$ cat config.mk
export PLATFORM = sky130hd
export DESIGN_NAME = adder_stimulus
export DESIGN_NICKNAME = d
export VERILOG_FILES = /design/src/rtl/adder_stimulus.sv
export SDC_FILE = /design/constraint.sdc
export NUM_CORES = 1
export LEC_CHECK = 0
export ABC_AREA = 0
export BUFFER_PORTS_ARGS = -buffer_cell sky130_fd_sc_hd__buf_2
export CORE_AREA = 3 3 129 162
export CTS_CLUSTER_DIAMETER = 40
export DETAILED_ROUTE_END_ITERATION = 10
export DIE_AREA = 0 0 132 165
export PLACE_DENSITY_LB_ADDON = 0.12
export SETUP_SLACK_MARGIN = 0.2
export SYNTH_ARGS = -nofsm -noshare
export SYNTH_HDL_FRONTEND = slang
export SYNTH_SLANG_ARGS = --single-unit
export TNS_END_PERCENT = 30
$ cat constraint.sdc
create_clock -name clk -period 2.4 [get_ports clk]
set_input_delay 0.48 -clock clk [delete_from_list [all_inputs] [get_ports clk]]
set_output_delay 0.48 -clock clk [all_outputs]
set_load 0.05 [all_outputs]
$ cat src/rtl/adder_stimulus.sv
// ---------------------------------------------------------------------------
// adder_stimulus
//   Stimulus and golden-reference source for an adder under test. A start
//   pulse launches a run: eight fixed corner-case vectors, then NUM_RANDOM
//   vectors from two Galois LFSRs. The 17-bit expected sum of every issued
//   vector is carried through a LATENCY-deep pipeline, so ref_sum lines up
//   with the adder's result.
//
// Parameters
//   LATENCY    : adder pipeline depth, 1..8
//   NUM_RANDOM : random vectors after the corner set, 0..65527
//   SEED_A/B   : nonzero LFSR seeds, reloaded on every start
//
// Ports
//   clk       : clock, all state on posedge
//   rst       : asynchronous reset, active low
//   start     : single-cycle run request (ignored while busy)
//   a, b, cin : registered operands to the adder (0 outside issue cycles)
//   ref_sum   : expected {cout,sum}, aligned with the adder result
//   ref_valid : ref_sum holds a valid expected value
//   busy      : run in progress (CORNER, RANDOM or DRAIN)
//   done      : run finished, held until next start or reset
//   vec_count : vectors issued since the last start
//   inject    : (ADDER_STIM_ERR_INJECT_EN only) flip bit 0 of the ref
//               belonging to the vector issued in this cycle
//
// Optional feature macro: ADDER_STIM_ERR_INJECT_EN
// ---------------------------------------------------------------------------
module adder_stimulus #(
    parameter int          LATENCY    = 2,
    parameter int          NUM_RANDOM = 1024,
    parameter logic [15:0] SEED_A     = 16'hACE1,
    parameter logic [15:0] SEED_B     = 16'h1D87
) (
    input  logic        clk,
    input  logic        rst,
    input  logic        start,
`ifdef ADDER_STIM_ERR_INJECT_EN
    input  logic        inject,
`endif
    output logic [15:0] a,
    output logic [15:0] b,
    output logic        cin,
    output logic [16:0] ref_sum,
    output logic        ref_valid,
    output logic        busy,
    output logic        done,
    output logic [15:0] vec_count
);

    typedef enum logic [2:0] {
        S_IDLE   = 3'd0,
        S_CORNER = 3'd1,
        S_RANDOM = 3'd2,
        S_DRAIN  = 3'd3,
        S_DONE   = 3'd4
    } state_t;

    localparam logic [15:0] NUM_RANDOM_C = NUM_RANDOM[15:0];
    localparam logic [3:0]  LATENCY_C    = LATENCY[3:0];

    // Galois LFSR, x^16+x^14+x^13+x^11+1, shifting right.
    function automatic logic [15:0] lfsr_step(input logic [15:0] s);
        lfsr_step = {1'b0, s[15:1]} ^ ({16{s[0]}} & 16'hB400);
    endfunction

    // Fixed corner-case vector table, packed as {a, b, cin}.
    function automatic logic [32:0] corner_vec(input logic [2:0] idx);
        case (idx)
            3'd0:    corner_vec = {16'h0000, 16'h0000, 1'b0};
            3'd1:    corner_vec = {16'hFFFF, 16'h0001, 1'b0};
            3'd2:    corner_vec = {16'hFFFF, 16'hFFFF, 1'b1};
            3'd3:    corner_vec = {16'h8000, 16'h8000, 1'b0};
            3'd4:    corner_vec = {16'hAAAA, 16'h5555, 1'b0};
            3'd5:    corner_vec = {16'h5555, 16'hAAAA, 1'b1};
            3'd6:    corner_vec = {16'h0000, 16'h0000, 1'b1};
            3'd7:    corner_vec = {16'hFFFF, 16'h0000, 1'b1};
            default: corner_vec = {16'h0000, 16'h0000, 1'b0};
        endcase
    endfunction

    state_t      state_q, state_d;
    logic [3:0]  idx_q, idx_d;          // next corner index, 8 = set exhausted
    logic [15:0] rnd_cnt_q, rnd_cnt_d;  // random vectors issued so far
    logic [3:0]  drain_cnt_q, drain_cnt_d;
    logic [15:0] lfsr_a_q, lfsr_a_d;
    logic [15:0] lfsr_b_q, lfsr_b_d;
    logic [15:0] a_q, a_d;
    logic [15:0] b_q, b_d;
    logic        cin_q, cin_d;
    logic        vld_q, vld_d;          // a_q/b_q/cin_q hold an issued vector
    logic        inj_q, inj_d;
    logic        busy_q, busy_d;
    logic        done_q, done_d;
    logic [15:0] vec_count_q, vec_count_d;
    logic [16:0] pipe_q [LATENCY];
    logic [16:0] pipe_d [LATENCY];
    logic        pipe_vld_q [LATENCY];
    logic        pipe_vld_d [LATENCY];

    logic        issue_s;
    logic [32:0] vec_s;
    logic [16:0] exp_s;

    // Next-state, operand issue and expected-value pipeline.
    always_comb begin
        state_d     = state_q;
        idx_d       = idx_q;
        rnd_cnt_d   = rnd_cnt_q;
        drain_cnt_d = drain_cnt_q;
        lfsr_a_d    = lfsr_a_q;
        lfsr_b_d    = lfsr_b_q;
        busy_d      = busy_q;
        done_d      = done_q;
        vec_count_d = vec_count_q;
        issue_s     = 1'b0;
        vec_s       = 33'd0;

        case (state_q)
            S_IDLE, S_DONE: begin
                if (start) begin
                    // Corner vector 0 goes out on the same edge that enters CORNER.
                    state_d     = S_CORNER;
                    busy_d      = 1'b1;
                    done_d      = 1'b0;
                    lfsr_a_d    = SEED_A;
                    lfsr_b_d    = SEED_B;
                    rnd_cnt_d   = 16'd0;
                    idx_d       = 4'd1;
                    issue_s     = 1'b1;
                    vec_s       = corner_vec(3'd0);
                    vec_count_d = 16'd1;
                end else begin
                    state_d = state_q;
                end
            end
            S_CORNER: begin
                if (idx_q != 4'd8) begin
                    issue_s     = 1'b1;
                    vec_s       = corner_vec(idx_q[2:0]);
                    idx_d       = idx_q + 4'd1;
                    vec_count_d = vec_count_q + 16'd1;
                end else if (NUM_RANDOM_C != 16'd0) begin
                    state_d     = S_RANDOM;
                    issue_s     = 1'b1;
                    vec_s       = {lfsr_a_q, lfsr_b_q, lfsr_a_q[0] ^ lfsr_b_q[15]};
                    lfsr_a_d    = lfsr_step(lfsr_a_q);
                    lfsr_b_d    = lfsr_step(lfsr_b_q);
                    rnd_cnt_d   = 16'd1;
                    vec_count_d = vec_count_q + 16'd1;
                end else begin
                    state_d     = S_DRAIN;
                    drain_cnt_d = 4'd1;
                end
            end
            S_RANDOM: begin
                if (rnd_cnt_q < NUM_RANDOM_C) begin
                    issue_s     = 1'b1;
                    vec_s       = {lfsr_a_q, lfsr_b_q, lfsr_a_q[0] ^ lfsr_b_q[15]};
                    lfsr_a_d    = lfsr_step(lfsr_a_q);
                    lfsr_b_d    = lfsr_step(lfsr_b_q);
                    rnd_cnt_d   = rnd_cnt_q + 16'd1;
                    vec_count_d = vec_count_q + 16'd1;
                end else begin
                    state_d     = S_DRAIN;
                    drain_cnt_d = 4'd1;
                end
            end
            S_DRAIN: begin
                // DRAIN occupies exactly LATENCY cycles, letting the last ref out.
                if (drain_cnt_q == LATENCY_C) begin
                    state_d = S_DONE;
                    busy_d  = 1'b0;
                    done_d  = 1'b1;
                end else begin
                    drain_cnt_d = drain_cnt_q + 4'd1;
                end
            end
            default: begin
                state_d = S_IDLE;
                busy_d  = 1'b0;
                done_d  = 1'b0;
            end
        endcase

        a_d   = vec_s[32:17];
        b_d   = vec_s[16:1];
        cin_d = vec_s[0];
        vld_d = issue_s;
`ifdef ADDER_STIM_ERR_INJECT_EN
        inj_d = inject & issue_s;
`else
        inj_d = 1'b0;
`endif

        // Expected sum of the vector currently on a/b/cin; forced to 0 when idle.
        if (vld_q) begin
            exp_s = ({1'b0, a_q} + {1'b0, b_q} + {16'd0, cin_q}) ^ {16'd0, inj_q};
        end else begin
            exp_s = 17'd0;
        end

        pipe_d[0]     = exp_s;
        pipe_vld_d[0] = vld_q;
        for (int i = 1; i < LATENCY; i++) begin
            pipe_d[i]     = pipe_q[i-1];
            pipe_vld_d[i] = pipe_vld_q[i-1];
        end
    end

    // State, operand and pipeline registers with asynchronous reset.
    always_ff @(posedge clk or negedge rst) begin
        if (!rst) begin
            state_q     <= S_IDLE;
            idx_q       <= 4'd0;
            rnd_cnt_q   <= 16'd0;
            drain_cnt_q <= 4'd0;
            lfsr_a_q    <= SEED_A;
            lfsr_b_q    <= SEED_B;
            a_q         <= 16'd0;
            b_q         <= 16'd0;
            cin_q       <= 1'b0;
            vld_q       <= 1'b0;
            inj_q       <= 1'b0;
            busy_q      <= 1'b0;
            done_q      <= 1'b0;
            vec_count_q <= 16'd0;
            for (int i = 0; i < LATENCY; i++) begin
                pipe_q[i]     <= 17'd0;
                pipe_vld_q[i] <= 1'b0;
            end
        end else begin
            state_q     <= state_d;
            idx_q       <= idx_d;
            rnd_cnt_q   <= rnd_cnt_d;
            drain_cnt_q <= drain_cnt_d;
            lfsr_a_q    <= lfsr_a_d;
            lfsr_b_q    <= lfsr_b_d;
            a_q         <= a_d;
            b_q         <= b_d;
            cin_q       <= cin_d;
            vld_q       <= vld_d;
            inj_q       <= inj_d;
            busy_q      <= busy_d;
            done_q      <= done_d;
            vec_count_q <= vec_count_d;
            for (int i = 0; i < LATENCY; i++) begin
                pipe_q[i]     <= pipe_d[i];
                pipe_vld_q[i] <= pipe_vld_d[i];
            end
        end
    end

    assign a         = a_q;
    assign b         = b_q;
    assign cin       = cin_q;
    assign ref_sum   = pipe_q[LATENCY-1];
    assign ref_valid = pipe_vld_q[LATENCY-1];
    assign busy      = busy_q;
    assign done      = done_q;
    assign vec_count = vec_count_q;

endmodule

Word level (Yosys, flattened, before mapping)
Memory sizes are Yosys's and may differ from the RTL's.
Index checks and enable logic that the tools add are counted.
{ "word_totals": {"register_bits": 147, "mem_bits_ro": 264, "inputBits": 3, "out_inout_bits": 69, "word_cells": 93, "memories": 1} }
{ "op_classes": {"addsub": 6, "n_lt_le_gt_ge": 1, "n_eq_ne": 13, "mux": 39, "n_bitwise": 4, "reduce_logical": 12} }
{ "mem_list": {"columns": ["memory", "depth", "word_bits", "read_ports", "rd_ports_with_merged_regs", "wr", "line_no", "rtl"], "rows": [
  ["(no name shown)", 8, 33, 1, 0, 0, "69", "case (idx)"]
]} }
{ "op_table": {"columns": ["op", "n"], "rows": [
  ["$pmux 16 s3", 4],
  ["$mux 16", 11],
  ["$mux 33", 2],
  ["$pmux 33 s2", 1],
  ["$add 16x1->16 const B", 2],
  ["$xor 15x16->16", 2],
  ["$add 16x16->17", 1],
  ["$add 17x1->17", 1],
  ["$mux 17", 1],
  ["$lt 16x11->1 const B", 1],
  ["$mux 4", 4],
  ["$pmux 4 s2", 2],
  ["$ne 2x2->1 const B", 7],
  ["$mux 3", 4],
  ["$pmux 3 s4", 1],
  ["$reduce_and 3->1", 4],
  ["$pmux 1 s3", 3],
  ["$add 4x1->4 const B", 2],
  ["$reduce_and 4->1", 2],
  ["$eq 3x2->1 const B", 2],
  ["$mux 1", 6],
  ["$eq 4x2->1 const B", 1],
  ["$ne 4x4->1 const B", 1],
  ["$reduce_bool 2->1", 2],
  ["other kinds (7)", 8]
]} }

Logic depth before layout (Yosys ltp)
{ "depth": {"depth_word": 4, "depth_mapped": 8, "mapped_depth_nobuf": 8} }

Worst setup path before layout
No wires, ideal clock.
{ "synth_timing": {"path_type": "reg2reg", "startpoint": "register a_q[0] (netlist: a[0])", "endpoint": "register pipe_q (netlist bit pipe_d[14])", "setup_time_ns": 0.087, "arrival_time_ns": 2.506, "required_ns": 2.313, "setup_slack_ns": -0.193, "stages_incl_launch_ff": 9, "path_buffers": 0, "synth_period_minus_slack_ns": 2.593, "cell_sequence": "dfrtp_1 -> fa_1 -> inv_1 -> fa_1 -> nand2b_1 -> a21oi_1 -> o2111a_1 -> or4b_2 -> o211ai_1"} }
{ "synth_via": {"elab_chain_len": 3} }
{ "synth_rtl": {"columns": ["item", "line_no", "rtl"], "rows": [
  ["start, declared", "88", "logic [15:0] a_q, a_d;"],
  ["start signal, assigned", "220", "a_q <= 16'd0;"],
  ["start signal, assigned", "239", "a_q <= a_d;"],
  ["$add 16x16->17", "198", "exp_s = ({1'b0, a_q} + {1'b0, b_q} + {16'd0, cin_q}) ^ {16'd0, inj_q};"],
  ["$add 17x1->17", "198", null],
  ["$mux 17", "197", "if (vld_q) begin"],
  ["named net exp_s[14]", "103", "logic [16:0] exp_s;"],
  ["end signal, assigned by index", "248", "pipe_q[i] <= pipe_d[i];"],
  ["end, declared", "96", "logic [16:0] pipe_q [LATENCY];"]
]} }
The timed path passes the listed nets, and every way through them passes these cells.
A chain may end at the register's enable or synchronous reset.

Worst setup path after layout
{ "layout_timing": {"startpoint": "register b_q[0] (netlist: b[0])", "endpoint": "register pipe_q (netlist bit pipe_d[14])"} }
{ "layout_via": {"elab_chain_len": 3} }
{ "layout_rtl": {"columns": ["item", "line_no", "rtl"], "rows": [
  ["start, declared", "89", "logic [15:0] b_q, b_d;"],
  ["start signal, assigned", "221", "b_q <= 16'd0;"],
  ["start signal, assigned", "240", "b_q <= b_d;"],
  ["$add 16x16->17", "198", null],
  ["$add 17x1->17", "198", null],
  ["$mux 17", "197", null],
  ["named net exp_s[14]", "103", null]
]} }
The timed path passes the listed nets, and every way through them passes these cells.

==> results.json <==
{
  "core_area_mm2": 0.0195,
  "setup_viol_count_final": 0,
  "clockRootBuffer": "clkbuf_16",
  "r2r-start": "b[0]$_DFF_PN0_",
  "grt.total_usage_pct": 15.2,
  "detail-route-antenna-nets": 0,
  "fillers": 1897,
  "synth_area_per_cell_um2": 10.3,
  "synth_flop_cell": "dfrtp_1",
  "yosys_warnings": 0,
  "min_period_ns": 2.26,
  "synth-edff-count": 0,
  "startpoint": "b[0]$_DFF_PN0_",
  "p_comb_share_pct": 47.2,
  "clock_sinks": 147,
  "postSynthCellCount": 661,
  "slowest_delay_ns": 0.48,
  "io_pins": 72,
  "first_pass_iters": 4,
  "endpoint": "pipe_d[14]$_DFF_PN0_",
  "hpwl_um": 11900,
  "vias_per_cell": 4.88,
  "max_freq_ghz": 0.443,
  "rsz0062_at_grt": "true",
  "p_sw_share_pct": 44.8,
  "overflow": 0,
  "p_leak_uw": 0.00394,
  "syn_area_mm2": 0.00678,
  "synthArstFlopShare_pct": 100,
  "p_switching_uw": 5650,
  "r2r_end": "pipe_d[14]$_DFF_PN0_",
  "wire_per_inst_um": 15.3,
  "crit_type": "register to register",
  "area_delta_synth_final_pct": 22.0,
  "startpoint_type": "register",
  "required_ns": 2.73,
  "wl_um": 15800,
  "num_antenna_cells": 0,
  "drc": 0,
  "grt_max_degree": 46,
  "worst_hold_slack_ns": 0.346,
  "ff2ff_setup_slack_ns": 0.14,
  "cts_inserted_buffers": 17,
  "initial_core_util_pct": 34.8,
  "num_vias": 5043,
  "cp_max_fo": 3,
  "clkTransAtPathRegs_ns": 0.06,
  "portBuffers": 71,
  "final.period_utilization_pct": 94.0,
  "fp.dieW_um": 132,
  "p_clk_share_pct": 21.3,
  "synth_area_leader_cell": "dfrtp_1",
  "hold_viol_final": 0,
  "p_seq_share_pct": 31.5,
  "cp_common_cell": "fa_2",
  "die_area_mm2": 0.0218,
  "dieHeight_um": 165,
  "synth_area_leaders": "dfrtp_1 (48%), dfstp_2 (6.2%), ha_1 (4.4%)",
  "ys_ff_latch": 147,
  "drtIter0Drc": 209,
  "fin_nets": 785,
  "synth_top_area_share_pct": 48.4,
  "slew_headroom_pct": 49.2,
  "insertion_delay_ns": 0.42,
  "ir_worst_vdd_mv": 0.634,
  "cts_tree": "built",
  "arrival_ns": 2.59,
  "grt_pass1_vias": 5183,
  "tightest_slew_ns": 0.763,
  "htreeDepth": 4,
  "finClkSkew_ns": 0.00771,
  "cpMaxStageDelayCell": "or4b_4",
  "layout-drive-gt1-share_pct": 22.9,
  "synthesis.nets": 690,
  "reg2regPathDepth": 8,
  "hp-class": "register to register",
  "clockBufferDepth": 2,
  "grt_pass1_wl_um": 26400,
  "num_rows": 57,
  "tns_ns": 0,
  "maxSlewViolCount": 0,
  "path_cells": "fa_2 -> inv_2 -> fa_2 -> nand2b_4 -> a21oi_2 -> o2111a_2 -> or4b_4 -> o211ai_1",
  "p_int_uw": 6960,
  "cap_violations": 0,
  "status": "finished, final reports clean",
  "synth_cell_types": 60,
  "end_kind": "register",
  "ys_seq_area_share_pct": 54.6,
  "place_congestion": 0.849,
  "antenna_found_initial": 0,
  "p_per_area_mw_per_mm2": 1530
}
area by class of cell:
cell class	count	area, um2	area share [%]
Clock inverter	14	164	1.98
Inverter	13	48.8	0.590
Sequential cell	147	3700	44.8
Tap cell	265	332	4.01
Multi-Input combinational cell	474	2950	35.7
Clock buffer	18	439	5.31
Timing Repair Buffer	103	629	7.61
cell usage in the layout, fill, tap and decap left out, types with 8 or more instances in the layout:
| cell | Yosys | final |
|---|---|---|
| mux2i_1 | 9 | 9 |
| dfrtp_1 | 131 | 127 |
| nor2_1 | 79 | 78 |
| o21ai_1 | 19 | 19 |
| clkbuf_16 | 0 | 17 |
| nand3_1 | 8 | 8 |
| xor2_1 | 14 | 14 |
| nand2b_1 | 15 | 14 |
| nand2_1 | 79 | 78 |
| inv_1 | 13 | 12 |
| a21oi_1 | 27 | 26 |
| nand4_1 | 17 | 17 |
| and3_1 | 9 | 9 |
| nor3_1 | 13 | 13 |
| nor2b_1 | 9 | 9 |
| a21o_1 | 8 | 8 |
| o21ai_0 | 36 | 36 |
| buf_4 | 1 | 29 |
| o21a_1 | 17 | 17 |
| ha_1 | 24 | 24 |
| dfstp_2 | 16 | 16 |
| buf_2 | 3 | 70 |
| and2_1 | 9 | 9 |
| xnor2_1 | 14 | 14 |
registers in the layout, summed over array words and instances (netlist names):
| signal | count |
|---|---|
| idx_q | 4 |
| a | 16 |
| vld_q | 1 |
| pipe_vld_d | 1 |
| done | 1 |
| cin | 1 |
| ref_sum | 17 |
| busy | 1 |
| drain_cnt_q | 4 |
| lfsr_a_q | 16 |
| ref_valid | 1 |
| lfsr_b_q | 16 |
| rnd_cnt_q | 16 |
| state_q | 3 |
| vec_count | 16 |
| b | 16 |
| pipe_d | 17 |
metrics by stage:
stage	utilization [%]	instance area, um2	instances	worst slack (ns)	power (uW)
3_5_place_dp	39.0	7600	997	0.0938	9940
5_1_grt	42.5	8270	1034	0.0575	13500
2_1_floorplan	-	6800	661	0.138	8210
6_report	42.5	8270	1034	0.145	12600
4_1_cts	42.2	8230	1032	0.113	12700
3_3_place_gp	39.0	7600	997	0.123	9850
critical path, delay by kind of cell (launching register included):
family | cells | cell delay, ns
AOI/OAI and AO/OA | 3 | 0.46
DFF | 1 | 0.42
adders and majority gates | 2 | 0.61
and+or+nand+nor | 2 | 0.61
buffers and inverters | 1 | 0.07
power by group through the flow:
| stage | Clock [uW] | Sequential (uW) | Combinational (uW) |
|---|---|---|---|
| final | 2690 | 3970 | 5950 |
| after global routing | 2900 | 4080 | 6560 |
| after CTS | 2780 | 3980 | 5960 |
| after detailed placement | 0 | 4020 | 5920 |
| after global placement | 0 | 4000 | 5850 |
| after floorplan | 0 | 5040 | 3160 |
Yosys cell counts (8+ instances only):
cell        n
xnor2_1    14
xor2_1     14
nand2b_1   15
dfstp_2    16
o31ai_1     8
nand2_1    79
and2_1      9
clkbuf_1   19
nand3_1     8
nor2_1     79
inv_1      13
o21ai_1    19
a21oi_1    27
ha_1       24
nor2b_1     9
o21a_1     17
a21o_1      8
and3_1      9
o21ai_0    36
mux2i_1     9
nand4_1    17
dfrtp_1   131
nor3_1     13
worst min-delay path by stage:
stage | startpoint | endpoint | slack, ns | cells past startpoint
CTS | pipe_d[16]$_DFF_PN0_ | ref_sum[16]$_DFF_PN0_ | 0.35 | 0
floorplan | rst | a[0]$_DFF_PN0_ | 0.18 | 0
global placement | pipe_d[14]$_DFF_PN0_ | ref_sum[14]$_DFF_PN0_ | 0.33 | 0
global route | pipe_d[15]$_DFF_PN0_ | ref_sum[15]$_DFF_PN0_ | 0.35 | 0
finish | pipe_d[14]$_DFF_PN0_ | ref_sum[14]$_DFF_PN0_ | 0.35 | 0
detailed placement | pipe_d[16]$_DFF_PN0_ | ref_sum[16]$_DFF_PN0_ | 0.33 | 0
kinds of logic (layout without fill, tap and decap cells):
kind of cell	Yosys count	count (layout)	synth area share, %
mux	9	9	1.33
simple gates	261	261	18.6
buf+inv	40	148	2.66
flops	147	147	54.6
xor+xnor	28	28	3.62
fa+ha+maj	26	26	5.02
compound gates	150	150	14.2
routing by layer:
layer	GRT usage, %	vias up	wire [um]
li1	-	2491	-
met1	18.5	2440	6900
met2	26.4	92	8030
met3	3.05	20	527
met4	6.26	0	356
met5	0	-	0
what timing repair did:
action	4_1_cts	5_1_grt
resized for setup	1	8
hold buffers	1	0
endpoints found under the hold margin	16	0
pin swaps	3	2
endpoints found under the setup margin	3	62
buffers inserted	2	2
Power figures use the tool's default switching activity.
